--- config.mk ---
export PLATFORM = sky130hd
export DESIGN_NAME = if_stage_prefetch
export DESIGN_NICKNAME = d
export VERILOG_FILES = /design/src/rtl/arm_pipe_pkg.sv /design/src/rtl/if_prefetch_queue.sv /design/src/rtl/if_stage_prefetch.sv
export SDC_FILE = /design/constraint.sdc
export NUM_CORES = 1
export LEC_CHECK = 0
export BUFFER_PORTS_ARGS = -buffer_cell sky130_fd_sc_hd__buf_2
export CORE_MARGIN = 4
export CORE_UTILIZATION = 38
export DETAILED_ROUTE_END_ITERATION = 12
export GPL_TIMING_DRIVEN = 0
export HOLD_SLACK_MARGIN = 0.05
export PLACE_DENSITY_LB_ADDON = 0.2
export SLEW_MARGIN = 0
export SYNTH_ARGS = -nofsm -noshare
export SYNTH_HDL_FRONTEND = slang
export SYNTH_SLANG_ARGS = --single-unit
--- constraint.sdc ---
create_clock -name clk -period 2.1 [get_ports clk]
set_clock_uncertainty 0.2 [all_clocks]
set_input_delay 0.315 -clock clk [delete_from_list [all_inputs] [get_ports clk]]
set_output_delay 0.315 -clock clk [all_outputs]
set_load 0.005 [all_outputs]
--- src/rtl/arm_pipe_pkg.sv ---
// Shared pipeline definitions for the fetch stage.
//   INSTR_W / ADDR_W : instruction and address widths
//   fetch_state_e    : fetch FSM states (FETCH issues requests, DROP waits
//                      out the response of a request made stale by a branch)
//   fetch_entry_t    : one prefetch queue entry {pc of next instr, instruction}
//   word_align       : clears the byte-offset bits of an address
package arm_pipe_pkg;

    localparam int INSTR_W = 32;
    localparam int ADDR_W  = 32;

    typedef enum logic {
        FETCH = 1'b0,
        DROP  = 1'b1
    } fetch_state_e;

    typedef struct packed {
        logic [ADDR_W-1:0]  pc;
        logic [INSTR_W-1:0] instr;
    } fetch_entry_t;

    function automatic logic [ADDR_W-1:0] word_align(input logic [ADDR_W-1:0] addr);
        return {addr[ADDR_W-1:2], 2'b00};
    endfunction

endpackage

--- src/rtl/if_prefetch_queue.sv ---
// Synchronous FIFO holding fetched {pc, instruction} entries.
// Ports:
//   clk, rst     : clock, asynchronous active-low reset
//   push, push_data : write an entry (ignored when full unless popping too)
//   pop          : discard the head entry (ignored when empty)
//   flush        : empty the queue; wins over push and pop
//   head_data    : current head entry (meaningless when empty)
//   count        : number of valid entries
//   full, empty  : occupancy flags
module if_prefetch_queue
    import arm_pipe_pkg::*;
#(
    parameter int DEPTH = 2
) (
    input  logic                          clk,
    input  logic                          rst,
    input  logic                          push,
    input  logic [ADDR_W+INSTR_W-1:0]     push_data,
    input  logic                          pop,
    input  logic                          flush,
    output logic [ADDR_W+INSTR_W-1:0]     head_data,
    output logic [$clog2(DEPTH+1)-1:0]    count,
    output logic                          full,
    output logic                          empty
);

    localparam int ENT_W = ADDR_W + INSTR_W;
    localparam int PTR_W = (DEPTH > 1) ? $clog2(DEPTH) : 1;
    localparam int CNT_W = $clog2(DEPTH + 1);
    localparam logic [PTR_W-1:0] LAST_PTR  = PTR_W'(DEPTH - 1);
    localparam logic [CNT_W-1:0] DEPTH_CNT = CNT_W'(DEPTH);

    logic [ENT_W-1:0] mem_q [DEPTH];
    logic [ENT_W-1:0] mem_d [DEPTH];
    logic [PTR_W-1:0] wr_ptr_q, wr_ptr_d;
    logic [PTR_W-1:0] rd_ptr_q, rd_ptr_d;
    logic [CNT_W-1:0] count_q, count_d;
    logic             do_push;
    logic             do_pop;

    function automatic logic [PTR_W-1:0] ptr_inc(input logic [PTR_W-1:0] p);
        return (p == LAST_PTR) ? '0 : p + PTR_W'(1);
    endfunction

    always_comb begin
        mem_d    = mem_q;
        wr_ptr_d = wr_ptr_q;
        rd_ptr_d = rd_ptr_q;
        count_d  = count_q;
        do_pop   = pop && (count_q != '0);
        // A full queue can still accept a write when the head leaves this cycle.
        do_push  = push && ((count_q != DEPTH_CNT) || do_pop);

        if (flush) begin
            wr_ptr_d = '0;
            rd_ptr_d = '0;
            count_d  = '0;
        end else begin
            if (do_push) begin
                mem_d[wr_ptr_q] = push_data;
                wr_ptr_d        = ptr_inc(wr_ptr_q);
            end
            if (do_pop) begin
                rd_ptr_d = ptr_inc(rd_ptr_q);
            end
            case ({do_push, do_pop})
                2'b10:   count_d = count_q + CNT_W'(1);
                2'b01:   count_d = count_q - CNT_W'(1);
                default: count_d = count_q;
            endcase
        end
    end

    always_ff @(posedge clk or negedge rst) begin
        if (!rst) begin
            for (int i = 0; i < DEPTH; i++) begin
                mem_q[i] <= '0;
            end
            wr_ptr_q <= '0;
            rd_ptr_q <= '0;
            count_q  <= '0;
        end else begin
            mem_q    <= mem_d;
            wr_ptr_q <= wr_ptr_d;
            rd_ptr_q <= rd_ptr_d;
            count_q  <= count_d;
        end
    end

    assign head_data = mem_q[rd_ptr_q];
    assign count     = count_q;
    assign full      = (count_q == DEPTH_CNT);
    assign empty     = (count_q == '0);

endmodule

--- src/rtl/if_stage_prefetch.sv ---
// Instruction-fetch stage with a small prefetch queue.
// Issues one outstanding request at a time to instruction memory, buffers
// returned words and presents the oldest one to decode.
// Ports:
//   clk, rst                 : clock, asynchronous active-low reset
//   freeze                   : decode stall, holds the presented entry
//   branch_taken/branch_addr : redirect from execute (target is word aligned here)
//   imem_req/imem_addr       : request to memory
//   imem_ack/imem_rdata      : memory completion and data
//   valid/pc/instruction     : head entry for decode (pc = instr address + 4)
//   dbg_state                : current fetch FSM state (0 FETCH, 1 DROP)
//
// Memory handshake: a word moves when imem_req && imem_ack are both high in
// the same cycle (ack may arrive in the cycle req first rises). Once imem_req
// is high, it and imem_addr stay unchanged until that transfer; the memory
// must accept imem_req falling without an ack only when reset is asserted.
module if_stage_prefetch
    import arm_pipe_pkg::*;
#(
    parameter int                DEPTH    = 2,
    parameter logic [ADDR_W-1:0] RESET_PC = 32'h0000_0000
) (
    input  logic        clk,
    input  logic        rst,
    input  logic        freeze,
    input  logic        branch_taken,
    input  logic [31:0] branch_addr,
    output logic        imem_req,
    output logic [31:0] imem_addr,
    input  logic        imem_ack,
    input  logic [31:0] imem_rdata,
    output logic        valid,
    output logic [31:0] pc,
    output logic [31:0] instruction,
    output logic        dbg_state
);

    localparam int CNT_W = $clog2(DEPTH + 1);
    localparam logic [CNT_W-1:0] DEPTH_CNT = CNT_W'(DEPTH);

    fetch_state_e      state_q, state_d;
    logic [ADDR_W-1:0] fetch_pc_q, fetch_pc_d;
    logic [ADDR_W-1:0] drop_addr_q, drop_addr_d;
    // Keeps imem_req low while reset is held and until the first edge after it.
    logic              run_q, run_d;

    logic              q_push;
    logic              q_pop;
    logic              q_flush;
    logic [CNT_W-1:0]  q_count;
    logic              q_full;
    logic              q_empty;
    fetch_entry_t      push_entry;
    fetch_entry_t      head_entry;

    always_comb begin
        state_d     = state_q;
        fetch_pc_d  = fetch_pc_q;
        drop_addr_d = drop_addr_q;
        run_d       = 1'b1;
        imem_req    = 1'b0;
        imem_addr   = fetch_pc_q;
        q_push      = 1'b0;
        q_flush     = 1'b0;
        push_entry  = '{pc: fetch_pc_q + ADDR_W'(4), instr: imem_rdata};

        case (state_q)
            FETCH: begin
                // Depends only on registered state; the count can only grow via
                // an ack, so an unacked request naturally stays raised.
                imem_req  = run_q && (q_count < DEPTH_CNT);
                imem_addr = fetch_pc_q;
                if (branch_taken) begin
                    q_flush    = 1'b1;
                    fetch_pc_d = word_align(branch_addr);
                    if (imem_req && !imem_ack) begin
                        // Request is now stale but must still complete.
                        state_d     = DROP;
                        drop_addr_d = fetch_pc_q;
                    end
                end else if (imem_req && imem_ack) begin
                    q_push     = 1'b1;
                    fetch_pc_d = fetch_pc_q + ADDR_W'(4);
                end
            end
            DROP: begin
                imem_req  = 1'b1;
                imem_addr = drop_addr_q;
                if (branch_taken) begin
                    q_flush    = 1'b1;
                    fetch_pc_d = word_align(branch_addr);
                end
                if (imem_ack) begin
                    state_d = FETCH;
                end
            end
            default: begin
                state_d = FETCH;
            end
        endcase
    end

    assign q_pop = !q_empty && !freeze && !branch_taken;

    always_ff @(posedge clk or negedge rst) begin
        if (!rst) begin
            state_q     <= FETCH;
            fetch_pc_q  <= RESET_PC;
            drop_addr_q <= '0;
            run_q       <= 1'b0;
        end else begin
            state_q     <= state_d;
            fetch_pc_q  <= fetch_pc_d;
            drop_addr_q <= drop_addr_d;
            run_q       <= run_d;
        end
    end

    if_prefetch_queue #(
        .DEPTH (DEPTH)
    ) u_queue (
        .clk       (clk),
        .rst       (rst),
        .push      (q_push),
        .push_data (push_entry),
        .pop       (q_pop),
        .flush     (q_flush),
        .head_data (head_entry),
        .count     (q_count),
        .full      (q_full),
        .empty     (q_empty)
    );

    assign valid       = (q_count != '0) && !q_full ? 1'b1 : q_full;
    assign pc          = valid ? head_entry.pc    : '0;
    assign instruction = valid ? head_entry.instr : '0;
    assign dbg_state   = state_q;

endmodule

==> flow_results.xml, run 1 <==
<?xml version="1.0" encoding="UTF-8"?>
<metrics>
  <group name="run_status">
    <metric name="run_status" unit="">finished with violations</metric>
    <metric name="violations" unit="">negative setup slack</metric>
  </group>
  <group name="sta">
    <metric name="f_max" unit="MHz">462</metric>
    <metric name="worst-slew-pin-transition" unit="ns">0.871</metric>
    <metric name="setup_violations" unit="">93</metric>
    <metric name="grt_setup_unrepaired" unit="">true</metric>
    <metric name="layout_setup_ws" unit="ns">-0.0647</metric>
    <metric name="final-max-slew-violation-count" unit="">0</metric>
    <metric name="fin_setup_tns" unit="ns">-2.64</metric>
    <metric name="timing_hold_violations_final" unit="">0</metric>
    <metric name="finalWorstPathRequiredPeriod" unit="ns">2.16</metric>
    <metric name="final_critical_path_share_of_the_clock_period" unit="%">103</metric>
    <metric name="max-slew-margin-rel" unit="%">41.9</metric>
  </group>
  <group name="detailed_routing">
    <metric name="number_of_search_and_repair_iterations_in_the_first_detailed_routing_pass" unit="">5</metric>
    <metric name="via_per_inst" unit="">5.09</metric>
    <metric name="routed_wire_length_per_instance" unit="um">18.2</metric>
    <metric name="num_vias" unit="">8086</metric>
    <metric name="detail-route-antenna-nets" unit="">0</metric>
    <metric name="detailed_route_wl" unit="um">28900</metric>
    <metric name="drcViolationCount" unit="">0</metric>
    <metric name="drt_first_iter_violations" unit="">713</metric>
  </group>
  <group name="logic_synthesis">
    <metric name="synthesis.area_per_instance" unit="um2">9.89</metric>
    <metric name="synth_cell_types" unit="">52</metric>
    <metric name="synthFlopType" unit="">sky130_fd_sc_hd__dfrtp_1</metric>
    <metric name="yosys.cell_count.top_type" unit="">sky130_fd_sc_hd__dfrtp_1</metric>
    <metric name="yosys_register_bits" unit="">190</metric>
    <metric name="synth_largest_type_area_fraction" unit="%">50.4</metric>
    <metric name="yosysTopAreaCell" unit="">sky130_fd_sc_hd__dfrtp_1</metric>
    <metric name="netlist_top_cells_count" unit="">190 x sky130_fd_sc_hd__dfrtp_1, 161 x sky130_fd_sc_hd__nand2_1, 112 x sky130_fd_sc_hd__nor2_1</metric>
    <metric name="syn_inst" unit="">954</metric>
    <metric name="synth-async-reset-ratio" unit="%">100</metric>
    <metric name="ys_top_cells_by_area" unit="">sky130_fd_sc_hd__dfrtp_1 50%, sky130_fd_sc_hd__mux2_2 11%, sky130_fd_sc_hd__mux2i_1 6.7%, sky130_fd_sc_hd__nand2_1 6.4%, sky130_fd_sc_hd__nor2_1 4.5%</metric>
    <metric name="mapped_cell_area" unit="um2">9430</metric>
    <metric name="synth-edff-count" unit="">0</metric>
    <metric name="synthesis.yosys.warnings" unit="">0</metric>
    <metric name="synth.yosys.seq_area_share" unit="%">50.4</metric>
  </group>
  <group name="grt">
    <metric name="pin_count_of_the_biggest_net_entering_global_routing" unit="">111</metric>
    <metric name="grt.total_usage" unit="%">20.4</metric>
    <metric name="overflow" unit="">0</metric>
    <metric name="number_of_global_route_vias_before_repair" unit="">7789</metric>
    <metric name="global_route_wire_length_before_repair" unit="um">43300</metric>
    <metric name="grt_antenna_before_repair" unit="">0</metric>
  </group>
  <group name="worst_setup_path">
    <metric name="arrival_time_at_the_worst_endpoint" unit="ns">1.65</metric>
    <metric name="timing.critical_path.slowest_cell_delay" unit="ns">0.45</metric>
    <metric name="cp-end-kind" unit="">primary output</metric>
    <metric name="timing.critical_path.cells" unit="">nor2_4 &gt; clkbuf_16 &gt; clkbuf_16 &gt; nor2_2 &gt; buf_6</metric>
    <metric name="timing.critical_path.from_type" unit="">flip-flop</metric>
    <metric name="critical_path_required" unit="ns">1.58</metric>
    <metric name="type_of_the_worst_setup_path" unit="">flip-flop to primary output</metric>
    <metric name="critical-path-top-cell-by-count" unit="">sky130_fd_sc_hd__clkbuf_16</metric>
    <metric name="critical_path.max_fanout" unit="">8</metric>
    <metric name="cp_slowest_cell" unit="">sky130_fd_sc_hd__dfrtp_2</metric>
  </group>
  <group name="cells_and_area">
    <metric name="register_area" unit="um2">4780</metric>
    <metric name="final_core_utilization" unit="%">57.0</metric>
    <metric name="fin_cells" unit="">1589</metric>
    <metric name="insertedDiodeCount" unit="">0</metric>
    <metric name="multi_input_area" unit="um2">5140</metric>
    <metric name="syn2layout_area_growth" unit="%">47.5</metric>
    <metric name="drive_gt1_share" unit="%">41.1</metric>
    <metric name="num-fill-cells" unit="">2087</metric>
    <metric name="layout.nets" unit="">1322</metric>
  </group>
  <group name="clock_network">
    <metric name="clock_tree.buffer_depth" unit="">2</metric>
    <metric name="clock_latency_late_sink" unit="ns">0.45</metric>
    <metric name="ctsHtreeMaxLevel" unit="">4</metric>
    <metric name="cts_num_sinks" unit="">190</metric>
    <metric name="clkTransAtPathRegs" unit="ns">0.08</metric>
    <metric name="cts_root_buf" unit="">sky130_fd_sc_hd__clkbuf_16</metric>
    <metric name="cts_tree" unit="">built</metric>
    <metric name="tritoncts.num_buffers" unit="">17</metric>
  </group>
  <group name="placement">
    <metric name="buffer_ports.inserted" unit="">161</metric>
    <metric name="detailedPlacementHpwl" unit="um">18700</metric>
    <metric name="post_place_worst_slack" unit="ns">-0.625</metric>
    <metric name="placed_cells" unit="">1443</metric>
    <metric name="gp_congestion" unit="">0.845</metric>
  </group>
  <group name="power">
    <metric name="power.density_cell_area" unit="nW/um2">847</metric>
    <metric name="power_leakage" unit="nW">6.29</metric>
    <metric name="vdd_ir_drop_max" unit="mV">0.496</metric>
    <metric name="design_power_total" unit="mW">11.8</metric>
  </group>
  <group name="floorplan">
    <metric name="die-area" unit="um2">27400</metric>
    <metric name="floorplan.die.height" unit="um">166</metric>
    <metric name="ios" unit="">168</metric>
    <metric name="core_area" unit="um2">24400</metric>
    <metric name="std_cell_rows" unit="">57</metric>
    <metric name="floorplan.initialDensity" unit="%">38.7</metric>
    <metric name="horizontal_die_dimension" unit="um">166</metric>
  </group>
  <group name="min_path">
    <metric name="worstHoldPathType" unit="">primary input to flip-flop</metric>
  </group>
  <group name="run">
    <metric name="drv_cap" unit="">0</metric>
  </group>
</metrics>
## placed cells by master, fill, tap and decap left out, types with 40 or more instances in the layout
cell and count:
sky130_fd_sc_hd__dfrtp_1 172, sky130_fd_sc_hd__nand2_1 159, sky130_fd_sc_hd__buf_2 140, sky130_fd_sc_hd__nor2_1 82, sky130_fd_sc_hd__dlygate4sd3_1 63, sky130_fd_sc_hd__buf_4 60
sky130_fd_sc_hd__mux2_4 52, sky130_fd_sc_hd__buf_6 47, sky130_fd_sc_hd__a21oi_1 44, sky130_fd_sc_hd__o21ai_0 42, sky130_fd_sc_hd__mux2_2 41, sky130_fd_sc_hd__mux2i_1 40
## state kept, by name (all words and copies together) (netlist names)
register and flops:
fetch_pc_q 30, u_queue.mem_q 124, u_queue.wr_ptr_q 1, u_queue.count 2
dbg_state 1, drop_addr_q 30, u_queue.rd_ptr_q 1, run_q 1
## kinds of logic (layout without fill, tap and decap cells)
kind of cell / count (synthesis) / after routing / share of synthesized area (%)
mux: 156 / 156 / 17.8
xor+xnor: 32 / 32 / 2.97
buf+inv: 87 / 395 / 3.87
other cells: 2 / 5 / 0.0796
simple gates: 360 / 360 / 17.1
compound gates: 126 / 126 / 7.62
flops: 190 / 190 / 50.4
fa+ha+maj: 1 / 1 / 0.133
## layer usage
metal	GRT usage (%)	part of all wire, %	vias to the layer above
li1	-	-	3843
met3	3.25	5.3	26
met2	32.5	47	270
met1	29.2	46	3947
met4	5.47	1.3	0
met5	0	0	-
## critical path: cells and delay by family, from the launching register on
kind / cells / cell delay [ns]
buf+inv: 3 / 0.52
simple gates: 2 / 0.23
flops: 1 / 0.45
## path summary, 6_finish.rpt
| path | from | endpoint | slack [ns] | cells past startpoint |
|---|---|---|---|---|
| max | u_queue.count[1] | pc[29] | -0.06 | 5 |
| min | branch_addr[16] | fetch_pc_q[16] | 0.06 | 4 |
| max reg2reg | u_queue.count[1] | u_queue.mem_q[65] | -0.03 | 7 |
| min reg2reg | u_queue.mem_q[5] | u_queue.mem_q[5] | 0.28 | 2 |
| max in group asynchronous | rst | u_queue.count[1] | 0.45 | 3 |
| min in group asynchronous | rst | u_queue.mem_q[4] | 0.33 | 2 |
## cell type report
class,count,area share (%)
multi-input combinational,680,36.9
inverter,6,0.162
clock buffer,18,3.08
timing repair buffer,289,16.2
buffer,68,5.42
tap,324,2.91
clock inverter,14,0.917
sequential,190,34.3
## per-stage QoR
step,area (um2),hold WS [ns]
final,13900,0.0584
after detailed placement,10700,0.262
after global placement,10700,0.257
after floorplan,9470,-0.181
after global routing,13900,0.109
after CTS,12900,0.0614
## report_power, final
group	total (mW)	switching [mW]	internal [mW]
Clock	3.18	1.62	1.57
Combinational	3.28	1.44	1.84
Sequential	5.31	0.705	4.61
## timing repair
action,in CTS,in global routing
cloned,4,5
setup endpoints to repair,271,255
resized for setup,206,205
endpoints found under the hold margin,204,0
hold buffers,63,0
buffers inserted,26,30
pin swaps,31,25
Note: power is estimated with default switching activity, not from simulation.
==> run 2, diff against run 1 <==
--- a/config.mk
+++ b/config.mk
@@ -18 +18,2 @@
 export SYNTH_SLANG_ARGS = --single-unit
+export TNS_END_PERCENT = 10
==> constraint.sdc (replaced) <==
create_clock -name clk -period 2.1 [get_ports clk]
set_clock_uncertainty 0.2 [all_clocks]
set_input_delay 0.105 -clock clk [delete_from_list [all_inputs] [get_ports clk]]
set_output_delay 0.105 -clock clk [all_outputs]
set_load 0.005 [all_outputs]
==> run 2 against run 1 <==
  * The run still ends with negative setup slack left
  * Clock-buffer cell count stayed put
  * Die area stayed put
  * Non-clock buffer count shrank 7
  * Clock power hardly changed
  * Worst setup slack got worse by 0.033 ns
  * Combinational power is 15% lower
  * Power shrank 5.8%
  * Hold slack better by 0.013 ns
==> flow_results.xml, run 2 (same netlist as run 1, synthesis figures left out) <==
<?xml version="1.0" encoding="UTF-8"?>
<metrics>
  <group name="run_status">
    <metric name="run_status" unit="">finished with violations</metric>
    <metric name="violations" unit="">negative setup slack</metric>
  </group>
  <group name="detailed_routing">
    <metric name="detail-route-antenna-nets" unit="">0</metric>
    <metric name="via_per_inst" unit="">5.06</metric>
    <metric name="number_of_search_and_repair_iterations_in_the_first_detailed_routing_pass" unit="">6</metric>
    <metric name="num_vias" unit="">8001</metric>
    <metric name="drcViolationCount" unit="">0</metric>
    <metric name="routed_wire_length_per_instance" unit="um">17.5</metric>
    <metric name="drt_first_iter_violations" unit="">580</metric>
    <metric name="detailed_route_wl" unit="um">27700</metric>
  </group>
  <group name="sta">
    <metric name="final_critical_path_share_of_the_clock_period" unit="%">105</metric>
    <metric name="final-max-slew-violation-count" unit="">0</metric>
    <metric name="finalWorstPathRequiredPeriod" unit="ns">2.20</metric>
    <metric name="finalHoldWorstSlack" unit="ns">0.0710</metric>
    <metric name="grt_setup_unrepaired" unit="">true</metric>
    <metric name="worst-slew-pin-transition" unit="ns">0.862</metric>
    <metric name="layout_setup_ws" unit="ns">-0.0976</metric>
    <metric name="timing_hold_violations_final" unit="">0</metric>
    <metric name="f_max" unit="MHz">455</metric>
    <metric name="setup_violations" unit="">22</metric>
    <metric name="max-slew-margin-rel" unit="%">42.5</metric>
  </group>
  <group name="placement">
    <metric name="buffer_ports.inserted" unit="">161</metric>
    <metric name="gp_congestion" unit="">0.845</metric>
    <metric name="placed_cells" unit="">1443</metric>
    <metric name="detailedPlacementHpwl" unit="um">18700</metric>
    <metric name="place_area" unit="um2">10700</metric>
  </group>
  <group name="cells_and_area">
    <metric name="insertedDiodeCount" unit="">0</metric>
    <metric name="top_regs" unit="">u_queue.mem_q (124), drop_addr_q (30), fetch_pc_q (30)</metric>
    <metric name="multi_input_area" unit="um2">4640</metric>
    <metric name="syn2layout_area_growth" unit="%">36.3</metric>
    <metric name="drive_gt1_share" unit="%">36.2</metric>
    <metric name="largest-register" unit="">u_queue.mem_q</metric>
    <metric name="fin_cells" unit="">1582</metric>
    <metric name="num-fill-cells" unit="">2236</metric>
    <metric name="final_area" unit="um2">12900</metric>
    <metric name="largest_register_ffs" unit="">124</metric>
    <metric name="layout.nets" unit="">1315</metric>
    <metric name="mostFrequentLayoutCells" unit="">177 x sky130_fd_sc_hd__dfrtp_1, 167 x sky130_fd_sc_hd__buf_2, 158 x sky130_fd_sc_hd__nand2_1</metric>
    <metric name="mostFrequentLayoutCell" unit="">sky130_fd_sc_hd__dfrtp_1</metric>
    <metric name="register_area" unit="um2">4770</metric>
  </group>
  <group name="floorplan">
    <metric name="core_area" unit="um2">24400</metric>
    <metric name="horizontal_die_dimension" unit="um">166</metric>
    <metric name="ios" unit="">168</metric>
    <metric name="floorplan.initialDensity" unit="%">38.7</metric>
    <metric name="floorplan.die.height" unit="um">166</metric>
    <metric name="die-area" unit="um2">27400</metric>
    <metric name="std_cell_rows" unit="">57</metric>
  </group>
  <group name="worst_setup_path">
    <metric name="critical_path.max_fanout" unit="">5</metric>
    <metric name="arrival_time_at_the_worst_endpoint" unit="ns">2.32</metric>
    <metric name="critical_path_required" unit="ns">2.23</metric>
    <metric name="timing.critical_path.from_type" unit="">flip-flop</metric>
    <metric name="cp-end-kind" unit="">flip-flop</metric>
    <metric name="type_of_the_worst_setup_path" unit="">flip-flop to flip-flop</metric>
  </group>
  <group name="clock_network">
    <metric name="ctsHtreeMaxLevel" unit="">4</metric>
    <metric name="cts_root_buf" unit="">sky130_fd_sc_hd__clkbuf_16</metric>
    <metric name="clkTransAtPathRegs" unit="ns">0.08</metric>
    <metric name="cts_tree" unit="">built</metric>
    <metric name="clock_latency_late_sink" unit="ns">0.45</metric>
    <metric name="cts_num_sinks" unit="">190</metric>
    <metric name="tritoncts.num_buffers" unit="">17</metric>
    <metric name="clock_tree.buffer_depth" unit="">2</metric>
  </group>
  <group name="grt">
    <metric name="number_of_global_route_vias_before_repair" unit="">7649</metric>
    <metric name="overflow" unit="">0</metric>
    <metric name="global_route_wire_length_before_repair" unit="um">42100</metric>
    <metric name="pin_count_of_the_biggest_net_entering_global_routing" unit="">111</metric>
    <metric name="grt_antenna_before_repair" unit="">0</metric>
    <metric name="grt.total_usage" unit="%">19.9</metric>
  </group>
  <group name="run">
    <metric name="drv_cap" unit="">0</metric>
  </group>
  <group name="power">
    <metric name="power.density_cell_area" unit="nW/um2">864</metric>
    <metric name="vdd_ir_drop_max" unit="mV">0.477</metric>
    <metric name="power_leakage" unit="nW">5.87</metric>
  </group>
  <group name="min_path">
    <metric name="worstHoldPathType" unit="">primary input to flip-flop</metric>
  </group>
</metrics>
-- run 2: changes by cell type in the layout (fill, tap and decap cells not counted), moves of 6 or more --
cell,previous run,this run
sky130_fd_sc_hd__clkbuf_16,26,18
sky130_fd_sc_hd__mux2i_4,17,0
sky130_fd_sc_hd__nor2_2,10,2
sky130_fd_sc_hd__buf_2,140,167
sky130_fd_sc_hd__nor2_1,82,106
sky130_fd_sc_hd__buf_12,13,1
sky130_fd_sc_hd__mux2_2,41,82
sky130_fd_sc_hd__buf_6,47,12
sky130_fd_sc_hd__mux2i_2,6,0
sky130_fd_sc_hd__mux2_4,52,11
sky130_fd_sc_hd__mux2i_1,40,63
sky130_fd_sc_hd__clkbuf_1,6,13
sky130_fd_sc_hd__clkbuf_4,2,13
sky130_fd_sc_hd__nor2_4,20,4
-- run 2: routing by layer --
metal / vias to the layer above / global-route usage (%) / wire length, um
met5: - / 0 / 0
met4: 0 / 5.29 / 376
met3: 27 / 3.08 / 1450
met2: 247 / 31.4 / 12900
met1: 3900 / 28.6 / 12900
li1: 3827 / - / -
-- run 2: final timing paths --
path	endpoint	depth (start not counted)	slack, ns	from
worst min register to register	u_queue.mem_q[20]	2	0.28	u_queue.mem_q[20]
max in group asynchronous	u_queue.count[1]	3	0.65	rst
worst min-delay path	fetch_pc_q[31]	5	0.07	branch_taken
min in group asynchronous	u_queue.mem_q[68]	2	0.14	rst
worst max register to register	u_queue.mem_q[63]	8	-0.1	fetch_pc_q[8]
worst max-delay path	u_queue.mem_q[63]	8	-0.1	fetch_pc_q[8]
-- run 2: report_power, final --
part	internal [mW]	switching [mW]	leakage, nW
combinational	1.45	1.33	3.31
clock	1.57	1.61	0.270
sequential	4.60	0.546	2.29
-- run 2: critical path, stage by stage, from the launching register on --
cell,delay [ns]
sky130_fd_sc_hd__dfrtp_1,0.35
sky130_fd_sc_hd__buf_6,0.13
sky130_fd_sc_hd__nand4_4,0.15
sky130_fd_sc_hd__buf_6,0.16
sky130_fd_sc_hd__nor4_4,0.24
sky130_fd_sc_hd__buf_4,0.16
sky130_fd_sc_hd__nand4_1,0.18
sky130_fd_sc_hd__xnor2_2,0.23
sky130_fd_sc_hd__mux2_4,0.27
-- run 2: through the flow --
step                      setup TNS, ns  power (mW)  util (%)  setup WS (ns)
after detailed placement         -76.19        7.56      44.0         -0.625
after global placement          -572.78        7.46      43.8          -3.01
after global routing              -5.18        11.7      52.7         -0.172
after CTS                         -1.83        10.9      50.4         -0.133
final                            -0.806        11.1      52.7        -0.0976
after floorplan                 -0.0120        6.68         -        -0.0120
-- run 2: cell type report --
class / instances / share of cell area [%]
Clock buffer: 18 / 3.34
Clock inverter: 14 / 0.993
Timing Repair Buffer: 275 / 14.7
Buffer: 75 / 4.35
Sequential cell: 190 / 37.1
Multi-Input combinational cell: 680 / 36.1
Tap cell: 324 / 3.15
Inverter: 6 / 0.175
-- run 2: what timing repair did --
item / CTS / global route
setup buffers: 14 / 33
pin swaps: 7 / 22
cloned: 0 / 1
setup endpoints to repair: 268 / 233
resized for setup: 95 / 112
hold endpoints to repair: 209 / 0
hold buffers: 65 / 0
==> run 3, diff against run 2 <==
- CORE_UTILIZATION: 38 -> 56
- clock period: 2.1 -> 2.05 ns (I/O delays scaled with it)
==> run 3 against run 2 <==
  * The run still ends with negative setup slack left
  * Sequential cell count stayed put
  * Sequential power is 4% higher
  * Utilization is 26 points higher
  * Die area is 31% lower
  * Cell area is 0.64% higher
  * Critical path depth is 2 lower
  * Critical path type unchanged
  * Final cell count is 6.3% lower
  * Sequential share of layout area is 0.25 points lower
  * Register-to-register slack worse by 0.09 ns
  * Critical endpoint is now fetch_pc_q[27]
  * Global-route usage is 7.7 points higher
==> flow_results.xml, run 3 (same netlist as run 1, synthesis figures left out) <==
<?xml version="1.0" encoding="UTF-8"?>
<metrics>
  <group name="floorplan">
    <metric name="core_area" unit="um2">16500</metric>
    <metric name="horizontal_die_dimension" unit="um">138</metric>
    <metric name="floorplan.die.height" unit="um">138</metric>
    <metric name="die-area" unit="um2">19000</metric>
    <metric name="floorplan.initialDensity" unit="%">57.1</metric>
    <metric name="ios" unit="">168</metric>
    <metric name="std_cell_rows" unit="">47</metric>
  </group>
  <group name="cells_and_area">
    <metric name="mostFrequentLayoutCell" unit="">sky130_fd_sc_hd__dfrtp_1</metric>
    <metric name="drive_gt1_share" unit="%">37.8</metric>
    <metric name="mostFrequentLayoutCells" unit="">178 x sky130_fd_sc_hd__dfrtp_1, 165 x sky130_fd_sc_hd__buf_2, 157 x sky130_fd_sc_hd__nand2_1</metric>
    <metric name="syn2layout_area_growth" unit="%">37.2</metric>
    <metric name="final_core_utilization" unit="%">78.3</metric>
    <metric name="top_regs" unit="">u_queue.mem_q (124), drop_addr_q (30), fetch_pc_q (30)</metric>
    <metric name="final_area" unit="um2">12900</metric>
    <metric name="largest-register" unit="">u_queue.mem_q</metric>
    <metric name="largest_register_ffs" unit="">124</metric>
    <metric name="layout.nets" unit="">1320</metric>
    <metric name="insertedDiodeCount" unit="">0</metric>
  </group>
  <group name="detailed_routing">
    <metric name="number_of_search_and_repair_iterations_in_the_first_detailed_routing_pass" unit="">6</metric>
    <metric name="routed_wire_length_per_instance" unit="um">19.2</metric>
    <metric name="met3RoutedLength" unit="um">2230</metric>
    <metric name="met2WireLength" unit="um">13200</metric>
    <metric name="drt_first_iter_violations" unit="">830</metric>
    <metric name="detailed_route_wl" unit="um">28500</metric>
    <metric name="via_per_inst" unit="">5.74</metric>
    <metric name="drt-met1-wl" unit="um">11900</metric>
    <metric name="drcViolationCount" unit="">0</metric>
    <metric name="top_signal_layer_used" unit="">met4</metric>
    <metric name="detail-route-antenna-nets" unit="">0</metric>
    <metric name="num_vias" unit="">8506</metric>
  </group>
  <group name="worst_setup_path">
    <metric name="setup.reg_to_reg.worst_slack" unit="ns">-0.19</metric>
    <metric name="timing.critical_path.depth" unit="">6</metric>
    <metric name="cp-end-kind" unit="">flip-flop</metric>
    <metric name="cp_slowest_cell" unit="">sky130_fd_sc_hd__or4_1</metric>
    <metric name="critical-path-top-delay-family" unit="">simple AND/OR/NAND/NOR gates</metric>
    <metric name="critical_path_required" unit="ns">2.22</metric>
    <metric name="worstPathBufferInverterCount" unit="">1</metric>
    <metric name="type_of_the_worst_setup_path" unit="">flip-flop to flip-flop</metric>
    <metric name="r2r-start" unit="">fetch_pc_q[24]</metric>
    <metric name="r2r.worst_path.cells" unit="">6</metric>
    <metric name="endpoint" unit="">fetch_pc_q[27]</metric>
    <metric name="timing.critical_path.slowest_cell_delay" unit="ns">0.49</metric>
    <metric name="critical_path.max_fanout" unit="">9</metric>
    <metric name="timing.critical_path.from_type" unit="">flip-flop</metric>
    <metric name="timing.critical_path.cells" unit="">buf_2 &gt; nand4_1 &gt; nor2_2 &gt; nand3_2 &gt; or4_1 &gt; nand3_1</metric>
    <metric name="critical_path.reg2reg.endpoint" unit="">fetch_pc_q[27]</metric>
    <metric name="arrival_time_at_the_worst_endpoint" unit="ns">2.40</metric>
    <metric name="crit_start" unit="">fetch_pc_q[24]</metric>
  </group>
  <group name="placement">
    <metric name="gp_congestion" unit="">0.890</metric>
    <metric name="detailedPlacementHpwl" unit="um">17200</metric>
    <metric name="buffer_ports.inserted" unit="">161</metric>
    <metric name="place_area" unit="um2">10600</metric>
  </group>
  <group name="grt">
    <metric name="global_route_wire_length_before_repair" unit="um">40600</metric>
    <metric name="grt.total_usage" unit="%">27.6</metric>
    <metric name="grt_antenna_before_repair" unit="">0</metric>
    <metric name="number_of_global_route_vias_before_repair" unit="">7912</metric>
    <metric name="overflow" unit="">0</metric>
    <metric name="pin_count_of_the_biggest_net_entering_global_routing" unit="">98</metric>
  </group>
  <group name="sta">
    <metric name="final_critical_path_share_of_the_clock_period" unit="%">109</metric>
    <metric name="max-slew-margin-rel" unit="%">47.4</metric>
    <metric name="layout_setup_ws" unit="ns">-0.188</metric>
    <metric name="f_max" unit="MHz">447</metric>
    <metric name="setup_violations" unit="">33</metric>
    <metric name="final-max-slew-violation-count" unit="">0</metric>
    <metric name="grt_setup_unrepaired" unit="">true</metric>
    <metric name="worst-slew-pin-transition" unit="ns">0.789</metric>
    <metric name="finalWorstPathRequiredPeriod" unit="ns">2.24</metric>
    <metric name="timing_hold_violations_final" unit="">0</metric>
  </group>
  <group name="clock_network">
    <metric name="clkTransAtPathRegs" unit="ns">0.07</metric>
    <metric name="clock_latency_late_sink" unit="ns">0.44</metric>
    <metric name="cts_tree" unit="">built</metric>
    <metric name="clock_tree.buffer_depth" unit="">2</metric>
    <metric name="cts_root_buf" unit="">sky130_fd_sc_hd__clkbuf_16</metric>
    <metric name="ctsHtreeMaxLevel" unit="">4</metric>
    <metric name="tritoncts.num_buffers" unit="">17</metric>
    <metric name="cts_num_sinks" unit="">190</metric>
  </group>
  <group name="power">
    <metric name="power_leakage" unit="nW">5.96</metric>
    <metric name="power.density_cell_area" unit="nW/um2">902</metric>
    <metric name="vdd_ir_drop_max" unit="mV">0.659</metric>
  </group>
  <group name="run_status">
    <metric name="run_status" unit="">finished with violations</metric>
    <metric name="violations" unit="">negative setup slack</metric>
  </group>
  <group name="min_path">
    <metric name="worstHoldPathType" unit="">primary input to asynchronous set/reset pin</metric>
  </group>
  <group name="run">
    <metric name="drv_cap" unit="">0</metric>
  </group>
</metrics>
-- run 3: worst register-to-register path, stage by stage (launching register included) --
cell	delay, ns
sky130_fd_sc_hd__dfrtp_1	0.34
sky130_fd_sc_hd__buf_2	0.28
sky130_fd_sc_hd__nand4_1	0.22
sky130_fd_sc_hd__nor2_2	0.34
sky130_fd_sc_hd__nand3_2	0.18
sky130_fd_sc_hd__or4_1	0.49
sky130_fd_sc_hd__nand3_1	0.12
-- run 3: power breakdown --
group | leakage [nW] | switching [mW] | total (mW) | internal, mW
sequential | 2.29 | 0.634 | 5.35 | 4.72
combinational | 3.39 | 1.44 | 2.93 | 1.49
clock | 0.288 | 1.48 | 3.39 | 1.91
total | 5.96 | 3.55 | 11.7 | 8.12
-- run 3: what timing repair did --
| action | in CTS | in global routing |
|---|---|---|
| endpoints found under the setup margin | 271 | 252 |
| resized for setup | 118 | 128 |
| hold buffers | 65 | 0 |
| pin swaps | 10 | 26 |
| gates cloned | 0 | 2 |
| buffers inserted | 18 | 36 |
| endpoints found under the hold margin | 194 | 0 |
-- run 3: cell type report --
class / count / area, um2
clock inverters: 11 / 130
flip-flops and latches: 190 / 4770
clock buffers: 21 / 470
fillers: 1002 / 3590
multi-input cells: 680 / 4720
well taps: 220 / 275
inverters: 6 / 22.5
plain buffers: 72 / 574
repair buffers: 283 / 1980
-- run 3: layer usage --
metal	vias to the layer above	track usage, %
met5	-	0
met4	0	9.88
met3	103	4.46
met2	423	42.4
met1	4130	39.8
li1	3850	-
-- run 3: worst min path at each step --
stage                             end           start
floorplan                   dbg_state             rst
global placement    u_queue.mem_q[27]  imem_rdata[27]
detailed placement  u_queue.mem_q[69]             rst
CTS                    fetch_pc_q[26]    branch_taken
global route        u_queue.mem_q[37]    branch_taken
finish              u_queue.mem_q[69]             rst
-- run 3: stage by stage --
stage | hold slack, ns | total power, mW | TNS, ns | worst slack, ns | cells
finish | 0.0819 | 11.7 | -2.57 | -0.188 | 1483
global route | 0.0842 | 12.2 | -7.65 | -0.213 | 1483
CTS | 0.0688 | 11.3 | -1.61 | -0.128 | 1450
detailed placement | -0.0184 | 7.75 | -73.99 | -0.619 | 1339
global placement | 0.106 | 7.60 | -517.70 | -2.76 | 1338
floorplan | -0.393 | 6.84 | -0.252 | -0.0410 | 957
